`config.mk`:
```
export PLATFORM = sky130hd
export DESIGN_NAME = fetch_dispatch_unit_flat
export DESIGN_NICKNAME = d
export VERILOG_FILES = /design/src/rtl/fetch_dispatch_unit_if.sv /design/src/rtl/fetch_dispatch_unit.sv /design/src/flat_wrapper.sv
export SDC_FILE = /design/constraint.sdc
export NUM_CORES = 1
export LEC_CHECK = 0
export ABC_AREA = 1
export BUFFER_PORTS_ARGS = -buffer_cell sky130_fd_sc_hd__buf_2
export CORE_ASPECT_RATIO = 0.75
export CORE_MARGIN = 2
export CORE_UTILIZATION = 40
export DETAILED_ROUTE_END_ITERATION = 10
export HOLD_SLACK_MARGIN = 0.08
export PLACE_DENSITY = 0.6
export SETUP_SLACK_MARGIN = 0.3
export SLEW_MARGIN = 20
export SYNTH_ARGS = -nofsm -noshare
export SYNTH_HDL_FRONTEND = slang
export SYNTH_SLANG_ARGS = --single-unit
```
`constraint.sdc`:
```
create_clock -name clk -period 3 [get_ports clk]
set_input_delay 0.3 -clock clk [delete_from_list [all_inputs] [get_ports clk]]
set_output_delay 0.3 -clock clk [all_outputs]
set_load 0.01 [all_outputs]
```
`src/rtl/fetch_dispatch_unit_if.sv`:
```
// rtl/fetch_dispatch_unit_if.sv - ROM fetch bus and decoder dispatch handshake
// master is the fetch/dispatch side, slave is the ROM plus decoder side.
interface fetch_dispatch_unit_if #(
    parameter int ROM_ADDR_WIDTH = 8,
    parameter int ROM_DATA_WIDTH = 8,
    parameter int INSTR_WIDTH    = 16
);
    logic [ROM_ADDR_WIDTH-1:0] rom_address;
    logic [ROM_DATA_WIDTH-1:0] data_from_rom;
    logic                      ready_from_decoder;
    logic                      start_for_decoder;
    logic [INSTR_WIDTH-1:0]    data_for_decoder;

    modport master (
        output rom_address,
        input  data_from_rom,
        input  ready_from_decoder,
        output start_for_decoder,
        output data_for_decoder
    );

    modport slave (
        input  rom_address,
        output data_from_rom,
        output ready_from_decoder,
        input  start_for_decoder,
        input  data_for_decoder
    );
endinterface

```
`src/rtl/fetch_dispatch_unit.sv`:
```
// rtl/fetch_dispatch_unit.sv - ROM fetch, instruction assembly, FIFO and decoder dispatch
// Optional FETCH_STATS_EN adds saturating issue_count / stall_count outputs.
module fetch_dispatch_unit #(
    parameter int ROM_ADDR_WIDTH = 8,
    parameter int ROM_DATA_WIDTH = 8,
    parameter int INSTR_WIDTH    = 16,
    parameter int FIFO_DEPTH     = 4,
    parameter int PROG_LENGTH    = 256
) (
    input  logic                         clk,
    input  logic                         reset,
    input  logic                         run,
    fetch_dispatch_unit_if.master        bus,
    output logic                         busy,
    output logic                         done,
    output logic [$clog2(FIFO_DEPTH):0]  fifo_level
`ifdef FETCH_STATS_EN
    ,
    output logic [15:0]                  issue_count,
    output logic [15:0]                  stall_count
`endif
);
    localparam int BEATS  = INSTR_WIDTH / ROM_DATA_WIDTH;
    localparam int PTR_W  = $clog2(FIFO_DEPTH);
    localparam int LVL_W  = PTR_W + 1;
    localparam int BEAT_W = (BEATS > 1) ? $clog2(BEATS) : 1;
    localparam logic [ROM_ADDR_WIDTH-1:0] LAST_ADDR = ROM_ADDR_WIDTH'(PROG_LENGTH - 1);
    localparam logic [LVL_W-1:0]          FULL_LVL  = LVL_W'(FIFO_DEPTH);
    localparam logic [BEAT_W-1:0]         LAST_BEAT = BEAT_W'(BEATS - 1);

    typedef enum logic [1:0] {IDLE, FETCH, DRAIN, DONE} state_t;
    typedef enum logic {DISP_IDLE, DISP_HOLD} disp_t;

    state_t                  state;
    disp_t                   disp_state;
    logic [INSTR_WIDTH-1:0]  fifo_mem [FIFO_DEPTH];
    logic [PTR_W-1:0]        wr_ptr;
    logic [PTR_W-1:0]        rd_ptr;
    logic [BEAT_W-1:0]       beat_cnt;
    logic [INSTR_WIDTH-1:0]  assembly;

    logic                    run_ok;
    logic                    accept;
    logic                    last_beat;
    logic                    push;
    logic                    pop;
    logic [INSTR_WIDTH-1:0]  asm_shift;
    logic [INSTR_WIDTH-1:0]  push_word;

    always_comb begin
        run_ok    = run && (state == IDLE || state == DONE);
        accept    = (state == FETCH) && (fifo_level < FULL_LVL);
        last_beat = (bus.rom_address == LAST_ADDR);
        push      = accept && (last_beat || beat_cnt == LAST_BEAT);
        pop       = (disp_state == DISP_IDLE) && (fifo_level != '0) && bus.ready_from_decoder;
        asm_shift = (assembly << ROM_DATA_WIDTH) | INSTR_WIDTH'(bus.data_from_rom);
        // A short final word is left-aligned so its missing low beats read as zero.
        push_word = asm_shift;
        for (int i = 0; i < BEATS - 1; i++) begin
            if (int'(beat_cnt) + i < BEATS - 1) begin
                push_word = push_word << ROM_DATA_WIDTH;
            end
        end
    end

    always_ff @(posedge clk) begin
        if (reset) begin
            state                 <= IDLE;
            disp_state            <= DISP_IDLE;
            wr_ptr                <= '0;
            rd_ptr                <= '0;
            fifo_level            <= '0;
            beat_cnt              <= '0;
            assembly              <= '0;
            busy                  <= 1'b0;
            done                  <= 1'b0;
            bus.rom_address       <= '0;
            bus.start_for_decoder <= 1'b0;
            bus.data_for_decoder  <= '0;
        end else begin
            bus.start_for_decoder <= pop;
            disp_state            <= pop ? DISP_HOLD : DISP_IDLE;
            if (pop) begin
                bus.data_for_decoder <= fifo_mem[rd_ptr];
                rd_ptr               <= rd_ptr + 1'b1;
            end
            if (push) begin
                fifo_mem[wr_ptr] <= push_word;
                wr_ptr           <= wr_ptr + 1'b1;
            end
            case ({push, pop})
                2'b10:   fifo_level <= fifo_level + 1'b1;
                2'b01:   fifo_level <= fifo_level - 1'b1;
                default: ;
            endcase

            case (state)
                IDLE, DONE: begin
                    if (run_ok) begin
                        bus.rom_address <= '0;
                        beat_cnt        <= '0;
                        assembly        <= '0;
                        state           <= FETCH;
                        busy            <= 1'b1;
                        done            <= 1'b0;
                    end
                end
                FETCH: begin
                    if (accept) begin
                        if (push) begin
                            assembly <= '0;
                            beat_cnt <= '0;
                        end else begin
                            assembly <= asm_shift;
                            beat_cnt <= beat_cnt + 1'b1;
                        end
                        if (last_beat) begin
                            state <= DRAIN;
                        end else begin
                            bus.rom_address <= bus.rom_address + 1'b1;
                        end
                    end
                end
                DRAIN: begin
                    if (fifo_level == '0 && disp_state == DISP_IDLE && !pop) begin
                        state <= DONE;
                        busy  <= 1'b0;
                        done  <= 1'b1;
                    end
                end
                default: ;
            endcase
        end
    end

`ifdef FETCH_STATS_EN
    always_ff @(posedge clk) begin
        if (reset || run_ok) begin
            issue_count <= '0;
            stall_count <= '0;
        end else begin
            if (pop && issue_count != 16'hFFFF) begin
                issue_count <= issue_count + 16'd1;
            end
            if (state == FETCH && !accept && stall_count != 16'hFFFF) begin
                stall_count <= stall_count + 16'd1;
            end
        end
    end
`endif
endmodule

```
`src/flat_wrapper.sv`:
```
// flat-port wrapper written by rule: the top's interface ports become plain ports
module fetch_dispatch_unit_flat 
#(
    parameter int ROM_ADDR_WIDTH = 8,
    parameter int ROM_DATA_WIDTH = 8,
    parameter int INSTR_WIDTH    = 16,
    parameter int FIFO_DEPTH     = 4,
    parameter int PROG_LENGTH    = 256
)
  (clk, reset, run, busy, done, fifo_level, bus_rom_address, bus_data_from_rom, bus_ready_from_decoder, bus_start_for_decoder, bus_data_for_decoder);
  fetch_dispatch_unit_if #(.ROM_ADDR_WIDTH(ROM_ADDR_WIDTH), .ROM_DATA_WIDTH(ROM_DATA_WIDTH), .INSTR_WIDTH(INSTR_WIDTH)) bus_i ();
  input  logic clk;
  input  logic reset;
  input  logic run;
  output logic busy;
  output logic done;
  output logic [$clog2(FIFO_DEPTH):0] fifo_level;
  output wire logic [$bits(bus_i.rom_address)-1:0] bus_rom_address;
  input wire logic [$bits(bus_i.data_from_rom)-1:0] bus_data_from_rom;
  input wire logic [$bits(bus_i.ready_from_decoder)-1:0] bus_ready_from_decoder;
  output wire logic [$bits(bus_i.start_for_decoder)-1:0] bus_start_for_decoder;
  output wire logic [$bits(bus_i.data_for_decoder)-1:0] bus_data_for_decoder;
  assign bus_rom_address = bus_i.rom_address;
  assign bus_i.data_from_rom = bus_data_from_rom;
  assign bus_i.ready_from_decoder = bus_ready_from_decoder;
  assign bus_start_for_decoder = bus_i.start_for_decoder;
  assign bus_data_for_decoder = bus_i.data_for_decoder;
  fetch_dispatch_unit #(.ROM_ADDR_WIDTH(ROM_ADDR_WIDTH), .ROM_DATA_WIDTH(ROM_DATA_WIDTH), .INSTR_WIDTH(INSTR_WIDTH), .FIFO_DEPTH(FIFO_DEPTH), .PROG_LENGTH(PROG_LENGTH)) u_core (.clk(clk), .reset(reset), .run(run), .bus(bus_i), .busy(busy), .done(done), .fifo_level(fifo_level));
endmodule
```
Word-level counts from Yosys, hierarchy flattened. Memory sizes are Yosys's and may differ from the RTL's. A register that Yosys moved wholly into a read port is not among the register bits. Index checks and enable logic that the tools add are counted. W data, S select, Z words.

Bits of input ports: 12. Word-level logic and storage cells: 82. Memory bits (writable): 64. Register bits: 30. Memories kept: 1. Output and inout bits: 30.

Memory list: u_core.fifo_mem (words 4, bits a word 16, rd ports 1, clocked after memory_dff 1, wr ports 1, RTL line fetch_dispatch_unit.sv:36) `logic [INSTR_WIDTH-1:0] fifo_mem [FIFO_DEPTH];`.

Magnitude comparators: 2. Bitwise gates (word level): 2. Equal/unequal tests: 11. Add/subtract/negate cells: 6. Reductions and logical operators: 21. Muxes and demuxes: 28.

Operator list (count): $mux W8 (6); $pmux W8 S2 (2); $mux W16 (1); $or A16 B8 Y16 (1); $mux W1 (10); $add A8 B1 Y8 const B (1); $eq A8 B8 Y1 const B (1); $mux W2 (4); $ne A2 B1 Y1 const B (4); $reduce_and A4 Y1 (2); $logic_and A1 B1 Y1 (7); $eq A2 B2 Y1 const B (3); $pmux W1 S2 (3); $pmux W2 S3 (1); $pmux W3 S2 (1); $reduce_and A3 Y1 (2); $reduce_bool A2 Y1 (3); $add A2 B1 Y2 const B (2); $eq A2 B1 Y1 const B (2); $add A3 B1 Y3 const B (1); $logic_not A3 Y1 (1); $lt A3 B3 Y1 const B (1); $reduce_bool A3 Y1 (1); $sub A3 B1 Y3 const B (1); 8 further kinds (9).

Depth between registers and ports, before layout. Gate-level depths: netlist of run 1.

Depth after elaboration: 7. Mapped depth: 14. Depth with buffers taken out: 13.

Least setup slack after synthesis of run 1. Ideal clock, no wire load.

Kind: register to register. From: register u_core.bus.rom_address[0]. To: memory u_core.fifo_mem[0][0] (enable). Library setup time: 0.387 ns. Cell stages (with the launch flop): 9. Path slack: 0.671 ns. Path buffers: 1. Clock period less this slack: 2.329 ns. Data arrival time: 1.943 ns. Data required time: 2.613 ns. Cell sequence: dfxtp_1 -> ha_1 -> nand2_2 -> nor2_4 -> nand2_2 -> nand2_2 -> nand3_4 -> buf_6 -> nor3b_2.

Longest elaborated chain between the ends: 6.

RTL lines: start: declaration (RTL line fetch_dispatch_unit_if.sv:15) `output rom_address,`; start signal: assignment (RTL line fetch_dispatch_unit.sv:120) `bus.rom_address <= bus.rom_address + 1'b1;`; $eq A8 B8 Y1 (RTL line fetch_dispatch_unit.sv:53) `last_beat = (bus.rom_address == LAST_ADDR);`; $logic_or A1 B1 Y1 (RTL line fetch_dispatch_unit.sv:54) `push = accept && (last_beat || beat_cnt == LAST_BEAT);`; $logic_and A1 B1 Y1 (RTL line fetch_dispatch_unit.sv:54); $mux W1 (RTL line fetch_dispatch_unit.sv:87) `if (push) begin`; $mux W1 (RTL line fetch_dispatch_unit.sv:67) `if (reset) begin`; $mux W1 (not written as such) (RTL line fetch_dispatch_unit.sv:88) `fifo_mem[wr_ptr] <= push_word;`; end: declaration (RTL line fetch_dispatch_unit.sv:36).

No other way between the ends.

Final worst setup path of run 1.
From: register u_core.bus.rom_address[0]. To: register u_core.fifo_level[2].

Longest elaborated chain between the ends: 5. Elaborated cells on any way between the ends: 7. Those cells by class: 3 x eq/ne; 1 x mux; 3 x reduce/logical.

RTL lines: $eq A8 B8 Y1 * (RTL line fetch_dispatch_unit.sv:53); $logic_or A1 B1 Y1 * (RTL line fetch_dispatch_unit.sv:54); $logic_and A1 B1 Y1 * (RTL line fetch_dispatch_unit.sv:54); $eq A2 B1 Y1 / $eq A2 B2 Y1 (equally long branches) (RTL line fetch_dispatch_unit.sv:91) `case ({push, pop})`; $pmux W3 S2 / $reduce_bool A2 Y1 (equally long branches); end signal: assignment (RTL line fetch_dispatch_unit.sv:92) `2'b10: fifo_level <= fifo_level + 1'b1;`; end signal: assignment (RTL line fetch_dispatch_unit.sv:93) `2'b01: fifo_level <= fifo_level - 1'b1;`; end: declaration (RTL line fetch_dispatch_unit.sv:16) `output logic [$clog2(FIFO_DEPTH):0] fifo_level`.

Every way passes the cells marked *; elsewhere a longest branch is shown, timed or not. A chain may end at the register's enable or synchronous reset.

==> results of run 1 <==
placed cells by master, fill, tap and decap left out, drive strengths merged, types with 2 or more instances in the layout:
master  instances
a21oi          20
buf            52
clkbuf         11
dfxtp          45
edfxtp         64
ha              8
inv            47
nand2          73
nand3          12
nand4           2
nor2          106
nor3            3
nor3b           4
o21ai          65
o22ai          16
worst paths after layout:
path / depth (start not counted) / slack [ns] / endpoint
worst max-delay path: 13 / 0.68 / u_core.fifo_level[2]$_SDFFE_PP0P_
worst min-delay path: 5 / 0.30 / u_core.assembly[1]$_SDFFE_PP0P_
worst min register to register: 2 / 0.46 / u_core.done$_SDFFE_PP0P_
worst max register to register: 13 / 0.68 / u_core.fifo_level[2]$_SDFFE_PP0P_
cells in the mapped netlist (all sizes together):
master  count
nor2      106
nand2      73
o21ai      65
edfxtp     64
dfxtp      45
inv        43
a21oi      20
o22ai      16
clkbuf     12
nand3      12
buf         9
ha          8
nor3b       4
nor3        3
nand4       2
and3        1
fa          1
o21bai      1
or2         1
power by group through the flow:
stage	logic [uW]	registers, uW	clock network, uW
after detailed placement	884	1820	0
after CTS	887	1780	1190
final	891	1780	1160
after global routing	1010	1800	1250
after global placement	871	1810	0
after floorplan	610	1840	0
cell type report:
type | count | area, sq um
fillers | 1068 | 5826
flip-flops and latches | 109 | 2823
multi-input cells | 313 | 1541
repair buffers | 52 | 287.8
clock buffers | 11 | 252.7
well taps | 140 | 175.2
inverters | 43 | 161.4
clock inverters | 5 | 40.04
worst max-delay path, delay by kind of cell (launching register included):
kind                     cells  cell delay (ns)
adder cells (fa/ha/maj)      3             0.80
AO/OA/AOI/OAI                4             0.48
AND/OR/NAND/NOR              5             0.48
flip-flops                   1             0.37
buffers and inverters        1             0.06
registers in the layout (all words and copies together), names as in the netlist:
name,cells
u_core.assembly,8
u_core.bus.rom_address,8
u_core.beat_cnt,1
u_core.busy,1
u_core.fifo_mem,64
u_core.state,2
u_core.bus.data_for_decoder,16
u_core.rd_ptr,2
u_core.fifo_level,3
u_core.wr_ptr,2
u_core.bus.start_for_decoder,1
u_core.done,1
kinds of logic (layout without fill, tap and decap cells):
| kind of cell | after synthesis | count (layout) | synth area share |
|---|---|---|---|
| and+or+nand+nor | 202 | 202 | 0.1911 |
| DFF | 109 | 109 | 0.6099 |
| AOI/OAI and AO/OA | 102 | 102 | 0.1160 |
| buffers and inverters | 64 | 111 | 0.05704 |
| adders and majority gates | 9 | 9 | 0.02595 |
per-stage QoR:
stage	cell area, sq um	worst slack [ns]	hold slack [ns]	total power, uW
after floorplan	4628	0.6707	0.4456	2447
after global placement	4989	0.7547	0.4472	2681
after detailed placement	4989	0.6981	0.4543	2702
after CTS	5281	0.6860	0.2874	3863
after global routing	5281	0.4077	0.3074	4049
final	5281	0.6800	0.2988	3836
layer usage:
layer	vias up	share of wire	GRT usage
met2	74	0.44	0.2520
li1	1700	-	-
met1	1616	0.50	0.2474
met5	-	0	0
met4	0	0.016	0.05833
met3	11	0.044	0.04515
==> flow_summary.toml, run 1 <==
[synth]
netlist.area_leader.share = 0.4152
synth_top_area_cell = "edfxtp_1"
ys_ff_latch = 109
syn_inst = 486
avgSynthCellArea_sq_um = 9.523
yosys_warnings = 0
synthTopCellsByArea = "edfxtp_1 42%, dfxtp_1 19%, nor2_1 8.2%, o21ai_0 6.8%, nand2_1 5.5%"
syn_area_sq_um = 4628
synth_cell_types = 28
seq_area_frac_synth = 0.6099
synth_fp_nets = 507

[die]
dieWidth_microns = 128.2
core_sq_um = 11110
initial_utilization = 0.4167
pin_count = 42
fp-row-count = 33
die_area_sq_um = 12460
die_h_microns = 97.16

[timing]
slew_viol_final = 0
rsz0062_at_grt = "false"
clock.fmax_mhz = 431.0
finalSetupViolCount = 0
min_period_over_period = 0.7733
slew_headroom = 0.4697
finClkSkew_ns = 0.009139
finalCriticalPeriod_ns = 2.320
worst_pin_slew_ns = 0.7946
tns_ns = 0
hold_violations = 0

[clocking]
cts_root_buffer = "clkbuf_16"
cts-resized-gates = 0
htree_num_levels = 3
path_clk_slew_ns = 0.07
cts_buffer_depth = 2
postCtsSetupRepairBufs = 0
cts_tree = "done"
clkLatencyLatePin_ns = 0.35
holdBufCountCts = 0
numClockSinks = 109
tritoncts.num_buffers = 9

[worst_setup_path]
crit_start = "u_core.bus.rom_address[0]$_SDFFE_PP0P_"
critical_path_class = "flip-flop to flip-flop"
crit_arrival_ns = 2.55
cp.required_ns = 3.23
cp-end-kind = "flip-flop"
crit_path_cell_trace = "ha_1 -> nand2_2 -> nor2_4 -> nand2_2 -> nand2_2 -> nand3_4 -> ha_1 -> inv_1 -> fa_1 -> a21oi_1 -> o21ai_0 -> o21ai_0 -> a21oi_1"
crit_fanout = 17
cpMaxStageDelayCell = "dfxtp_1"
r2r-start = "u_core.bus.rom_address[0]$_SDFFE_PP0P_"
start_kind = "flip-flop"
crit_top_cell = "nand2_2"
cp_slowest_stage_delay_ns = 0.37

[worst_hold_path]
min-delay-path-class = "input port to flip-flop"
min_from = "bus_data_from_rom[1]"

[drt]
viasPerCell = 5.053
post_drt_wl_per_cell_microns = 15.02
drt_iter0_drc = 306
drc = 0
drt-total-wl_mm = 10.11
firstDrtPassIters = 5
ant_nets = 0
vias = 3401

[finish]
layout.nets = 549
utilization = 0.4755
stdcell_count = 673
diodes = 0
area_growth_pct = 14.11
layout-drive-gt1-share = 0.1651

[global_route]
antenna_found_initial = 0
grt_usage = 0.1722
grt_start_max_net_pins = 34
globalRoute.totalOverflow = 0
grt_pass1_vias = 3126
grt_pass1_wl_mm = 16.43

[power]
switching_power_uw = 1212
p_leak_uw = 0.002116
power_frac_comb = 0.232
vdd_drop_max_uv = 480.8
power_frac_clock = 0.302
seq_power_share = 0.465
switching_share = 0.3158
power.density_nw_per_um2 = 726.4
internal-power_uw = 2625

[placement]
gp_congestion = 0.7779
placedCellCount = 657
hpwlAfterDp_mm = 6.632
numPortBuffers = 41

[status]
status = "completed"

[flow_run]
maxCapViolations = 0
Power figures use the tool's default switching activity.
==> run 2: changes to the inputs <==
--- a/config.mk
+++ b/config.mk
@@ -5,14 +5,14 @@
 export SDC_FILE = /design/constraint.sdc
 export NUM_CORES = 1
 export LEC_CHECK = 0
-export ABC_AREA = 1
+export ABC_AREA = 0
 export BUFFER_PORTS_ARGS = -buffer_cell sky130_fd_sc_hd__buf_2
 export CORE_ASPECT_RATIO = 0.75
 export CORE_MARGIN = 2
 export CORE_UTILIZATION = 40
 export DETAILED_ROUTE_END_ITERATION = 10
 export HOLD_SLACK_MARGIN = 0.08
-export PLACE_DENSITY = 0.6
+export PLACE_DENSITY = 0.61
 export SETUP_SLACK_MARGIN = 0.3
 export SLEW_MARGIN = 20
 export SYNTH_ARGS = -nofsm -noshare
==> constraint.sdc (replaced) <==
create_clock -name clk -period 2.2 [get_ports clk]
set_input_delay 0.22 -clock clk [delete_from_list [all_inputs] [get_ports clk]]
set_output_delay 0.22 -clock clk [all_outputs]
set_load 0.01 [all_outputs]
==> run 2 against run 1 <==
- final area is 1.1% higher
- hold slack worse by 0.18 ns
- total power rose by 44%
- critical endpoint unchanged
- largest cell class unchanged
- highest routed layer unchanged
==> flow_summary.toml, run 2 <==
[timing]
finalCriticalPeriod_ns = 2.135
clock.fmax_mhz = 468.4
finClkSkew_ns = 0.007125
finalSetupViolCount = 0
tns_ns = 0
min_period_over_period = 0.9704
slew_headroom = 0.3095
rsz0062_at_grt = "true"
hold_violations = 0
worst_pin_slew_ns = 1.027
slew_viol_final = 0

[worst_setup_path]
start_kind = "flip-flop"
cp_num_buf_inv = 2
crit_path_cell_trace = "ha_4 -> and3_4 -> a21oi_4 -> nor2_2 -> inv_1 -> ha_2 -> inv_2 -> fa_2 -> xor2_1 -> or3_1 -> a21oi_1"
crit_arrival_ns = 2.41
cp_slowest_stage_delay_ns = 0.36
critPathTopFamily = "adder cells"
cp.required_ns = 2.47
cpMaxStageDelayCell = "dfxtp_4"
crit_fanout = 2
critical_path_class = "flip-flop to flip-flop"
cp-end-kind = "flip-flop"
reg2reg_setup_slack_ns = 0.07

[clocking]
cts_root_buffer = "clkbuf_16"
tritoncts.num_buffers = 9
holdBufCountCts = 0
cts_buffer_depth = 2
cts_tree = "done"
path_clk_slew_ns = 0.07
clkLatencyLatePin_ns = 0.35
htree_num_levels = 3
numClockSinks = 109

[synth]
synth_flop_cell = "edfxtp_1"
yosysMostFrequentCell = "edfxtp_1"
synthTopCellsByArea = "edfxtp_1 43%, dfxtp_1 20%, mux4_2 8.1%, nand2_1 3.4%, a21oi_1 3.1%"
yosys_warnings = 0
synth-edff-count = 64
ys_ff_latch = 109
seq_area_frac_synth = 0.6325
synth_top_area_cell = "edfxtp_1"
async_reset_ff_frac = 0
synth_cell_types = 53
ys_top_cells_by_count = "64 x edfxtp_1, 45 x dfxtp_1, 41 x nand2_1"
avgSynthCellArea_sq_um = 13.44
netlist.area_leader.share = 0.4306
syn_inst = 332
syn_area_sq_um = 4463
synth_fp_nets = 353

[global_route]
grt_usage = 0.1672
antenna_found_initial = 0
grt_pass1_vias = 2760
globalRoute.totalOverflow = 0
grt_pass1_wl_mm = 15.12
grt_start_max_net_pins = 23

[drt]
firstDrtPassIters = 4
wl_met3_microns = 388
drt_iter0_drc = 220
drc = 0
vias = 2825
met2WireLength_mm = 4.250
drt-total-wl_mm = 9.308
ant_nets = 0
wl_met1_mm = 4.604
topRoutingLayerUsed = "met4"
post_drt_wl_per_cell_microns = 17.37
viasPerCell = 5.271

[die]
die_area_sq_um = 12030
die_h_microns = 95.48
core_sq_um = 10900
dieWidth_microns = 126.0
fp-row-count = 33
pin_count = 42
initial_utilization = 0.4094

[finish]
layout.nets = 412
stdcell_count = 536
diodes = 0
largest_reg_flops = 64
final_common_cell = "edfxtp_1"
reg_top3 = "u_core.fifo_mem: 64 flops, u_core.bus.data_for_decoder: 16 flops"
num-fill-cells = 963
layout_common_cells = "64 x edfxtp_1, 41 x nand2_1, 41 x buf_2"
top_register = "u_core.fifo_mem"
area_growth_pct = 19.62
layout-drive-gt1-share = 0.3308

[power]
p_leak_uw = 0.001899
power.density_nw_per_um2 = 1032
vdd_drop_max_uv = 512.3

[status]
status = "completed"

[placement]
numPortBuffers = 41
gp_congestion = 0.7958
placedCellCount = 515
hpwlAfterDp_mm = 6.061

[flow_run]
maxCapViolations = 0

[worst_hold_path]
min-delay-path-class = "input port to flip-flop"
## run 2: path summary, 6_finish.rpt
check / startpoint / endpoint / depth (start not counted)
worst min-delay path: bus_data_from_rom[5] / u_core.assembly[5]$_SDFFE_PP0P_ / 2
worst max register to register: u_core.bus.rom_address[1]$_SDFFE_PP0P_ / u_core.fifo_level[2]$_SDFFE_PP0P_ / 11
worst min register to register: u_core.bus.data_for_decoder[1]$_SDFFE_PP0P_ / u_core.bus.data_for_decoder[1]$_SDFFE_PP0P_ / 2
worst max-delay path: u_core.bus.rom_address[1]$_SDFFE_PP0P_ / u_core.fifo_level[2]$_SDFFE_PP0P_ / 11
## run 2: per-layer routing
metal	global-route usage	vias to the layer above
li1	-	1354
met1	0.2321	1402
met2	0.2585	63
met3	0.03928	6
met4	0.06227	0
met5	0	-
## run 2: cell families (layout without fill, tap and decap cells)
group,Yosys count,in the layout,share of synthesized area
compound gates,56,56,0.07990
xor+xnor,4,4,0.007851
fa+ha+maj,9,9,0.02691
buf+inv,25,89,0.02579
flops,109,109,0.6325
mux,27,27,0.1079
simple gates,102,102,0.1191
## run 2: final cells by class
class | instances | area (sq um) | share of cell area
sequential | 109 | 2835 | 0.5311
multi-input combinational | 198 | 1618 | 0.3030
timing repair buffer | 63 | 386.6 | 0.07242
clock buffer | 10 | 239.0 | 0.04476
tap | 140 | 175.2 | 0.03281
clock inverter | 6 | 45.04 | 0.008437
inverter | 10 | 40.04 | 0.007499
## run 2: report_power, final
| part | switching (uW) | internal [uW] | total, uW |
|---|---|---|---|
| registers | 100 | 2400 | 2500 |
| clock network | 734 | 808 | 1540 |
| logic | 834 | 634 | 1470 |
## run 2: stage by stage
stage	area, sq um	power [uW]	setup slack [ns]	hold WS (ns)	utilization
2_1_floorplan	4531	3488	0.08129	0.3529	-
3_3_place_gp	4967	3850	0.1029	0.4427	0.4557
3_5_place_dp	4967	3881	0.04825	0.4434	0.4557
4_1_cts	5308	5484	0.08076	0.1040	0.4869
5_1_grt	5339	5798	-0.03698	0.1196	0.4898
6_report	5339	5512	0.06506	0.1238	0.4898
## run 2: timing repair
item	in CTS	in global routing
buffers inserted	4	1
resized for setup	5	7
setup endpoints to repair	13	79
==> run 3: changes to the inputs <==
--- a/config.mk
+++ b/config.mk
@@ -5,14 +5,12 @@
 export SDC_FILE = /design/constraint.sdc
 export NUM_CORES = 1
 export LEC_CHECK = 0
-export ABC_AREA = 0
 export BUFFER_PORTS_ARGS = -buffer_cell sky130_fd_sc_hd__buf_2
 export CORE_ASPECT_RATIO = 0.75
 export CORE_MARGIN = 2
 export CORE_UTILIZATION = 40
 export DETAILED_ROUTE_END_ITERATION = 10
 export HOLD_SLACK_MARGIN = 0.08
-export PLACE_DENSITY = 0.61
 export SETUP_SLACK_MARGIN = 0.3
 export SLEW_MARGIN = 20
 export SYNTH_ARGS = -nofsm -noshare
==> run 3 against run 2 <==
- critical path depth unchanged
- non-clock buffer count is 2 higher
- final area grew 1.8%
- sequential cell count unchanged
- clock-buffer cell count increased by 1
- utilization is 0.86 points higher
- critical endpoint unchanged
- largest cell class unchanged
- highest routed layer unchanged
==> flow_summary.toml, run 3 (synthesis gave the netlist of run 2 again) <==
[finish]
multi_input_area_sq_um = 1643
reg_top3 = "u_core.fifo_mem: 64 flops, u_core.bus.data_for_decoder: 16 flops"
diodes = 0
layout-drive-gt1-share = 0.3367
layout_common_cells = "64 x edfxtp_1, 41 x nand2_1, 41 x buf_2"
largest_reg_flops = 64
final_common_cell = "edfxtp_1"
seq_area_sq_um = 2836
layout.nets = 414
num-fill-cells = 956
top_register = "u_core.fifo_mem"
area_growth_pct = 21.73

[status]
status = "completed"

[timing]
worst_pin_slew_ns = 0.6007
rsz0062_at_grt = "true"
finalSetupViolCount = 0
finalCriticalPeriod_ns = 2.159
slew_headroom = 0.5953
clock.fmax_mhz = 463.1
min_period_over_period = 0.9815
worst_hold_slack_ns = 0.1174
hold_violations = 0
worst_slack_ns = 0.04062
finClkSkew_ns = 0.003995
slew_viol_final = 0

[clocking]
tritoncts.num_buffers = 9
cts_tree = "done"
cts_buffer_depth = 2
clkLatencyLatePin_ns = 0.34
path_clk_slew_ns = 0.07
htree_num_levels = 3
holdBufCountCts = 0
cts_root_buffer = "clkbuf_16"
numClockSinks = 109

[worst_setup_path]
cp.required_ns = 2.47
critical_path_class = "flip-flop to flip-flop"
cp-end-kind = "flip-flop"
crit_fanout = 2
start_kind = "flip-flop"
crit_arrival_ns = 2.43

[power]
seq_power_share = 0.444
power_frac_comb = 0.269
p_leak_uw = 0.001924
internal-power_uw = 3972
switching_share = 0.2960
power.density_nw_per_um2 = 1039
vdd_drop_max_uv = 444.5
switching_power_uw = 1670
power_frac_clock = 0.288

[drt]
viasPerCell = 5.195
vias = 2795
post_drt_wl_per_cell_microns = 17.60
drt_iter0_drc = 188
drt-total-wl_mm = 9.471
firstDrtPassIters = 4
drc = 0
ant_nets = 0

[worst_hold_path]
min-delay-path-class = "input port to flip-flop"

[global_route]
grt_pass1_vias = 2764
antenna_found_initial = 0
globalRoute.totalOverflow = 0
grt_start_max_net_pins = 21
grt_usage = 0.1679
grt_pass1_wl_mm = 15.08

[flow_run]
maxCapViolations = 0

[die]
core_sq_um = 10900
dieWidth_microns = 126.0
fp-row-count = 33
initial_utilization = 0.4094
pin_count = 42
die_area_sq_um = 12030
die_h_microns = 95.48

[placement]
pre_cts_ws_ns = 0.03903
hpwlAfterDp_mm = 6.200
gp_congestion = 0.8123
numPortBuffers = 41
==> run 3: worst paths after layout <==
| path | start | to | slack (ns) | cells past startpoint |
|---|---|---|---|---|
| max | u_core.bus.rom_address[1]$_SDFFE_PP0P_ | u_core.fifo_level[2]$_SDFFE_PP0P_ | 0.04 | 11 |
| min | bus_data_from_rom[0] | u_core.assembly[0]$_SDFFE_PP0P_ | 0.12 | 2 |
| max reg2reg | u_core.bus.rom_address[1]$_SDFFE_PP0P_ | u_core.fifo_level[2]$_SDFFE_PP0P_ | 0.04 | 11 |
| min reg2reg | u_core.bus.data_for_decoder[9]$_SDFFE_PP0P_ | u_core.bus.data_for_decoder[9]$_SDFFE_PP0P_ | 0.45 | 2 |
==> run 3: per-stage QoR <==
stage | setup TNS, ns | area, sq um | std cells | utilization | power [uW]
final | 0 | 5433 | 538 | 0.4984 | 5642
after global placement | 0 | 5005 | 515 | 0.4591 | 3848
after detailed placement | 0 | 5005 | 515 | 0.4591 | 3887
after floorplan | 0 | 4531 | 332 | - | 3488
after global routing | -0.05092 | 5433 | 538 | 0.4984 | 5937
after CTS | 0 | 5371 | 534 | 0.4928 | 5611
==> run 3: repair_timing <==
item	4_1_cts	5_1_grt
resized for setup	9	8
endpoints found under the hold margin	0	0
endpoints found under the setup margin	13	78
buffers inserted	3	4
pin swaps	1	2
==> run 3: power groups by stage <==
| stage | clock (uW) | sequential, uW | combinational, uW |
|---|---|---|---|
| after floorplan | 0 | 2560 | 932 |
| after global placement | 0 | 2540 | 1310 |
| after detailed placement | 0 | 2550 | 1340 |
| after CTS | 1660 | 2500 | 1450 |
| after global routing | 1740 | 2530 | 1670 |
| final | 1620 | 2500 | 1520 |
==> run 3: critical path, stage by stage (launching register included) <==
cell,delay (ns)
dfxtp_4,0.35
ha_4,0.15
and3_4,0.18
a21oi_4,0.12
nor2_2,0.06
inv_1,0.05
ha_2,0.18
inv_2,0.04
fa_2,0.34
xor2_1,0.17
or3_1,0.31
a21oi_1,0.12
==> run 3: layout make-up <==
class,count,share of cell area
well taps,140,0.03224
clock inverters,5,0.01105
inverters,10,0.007370
multi-input cells,198,0.3024
clock buffers,11,0.04468
repair buffers,65,0.08015
flip-flops and latches,109,0.5221
==> run 3: metal layers <==
layer / part of all wire / global-route usage / wire (microns)
met4: 0.012 / 0.05220 / 112
met5: 0 / 0 / 0
met3: 0.045 / 0.04602 / 424
met2: 0.46 / 0.2657 / 4370
met1: 0.48 / 0.2279 / 4563
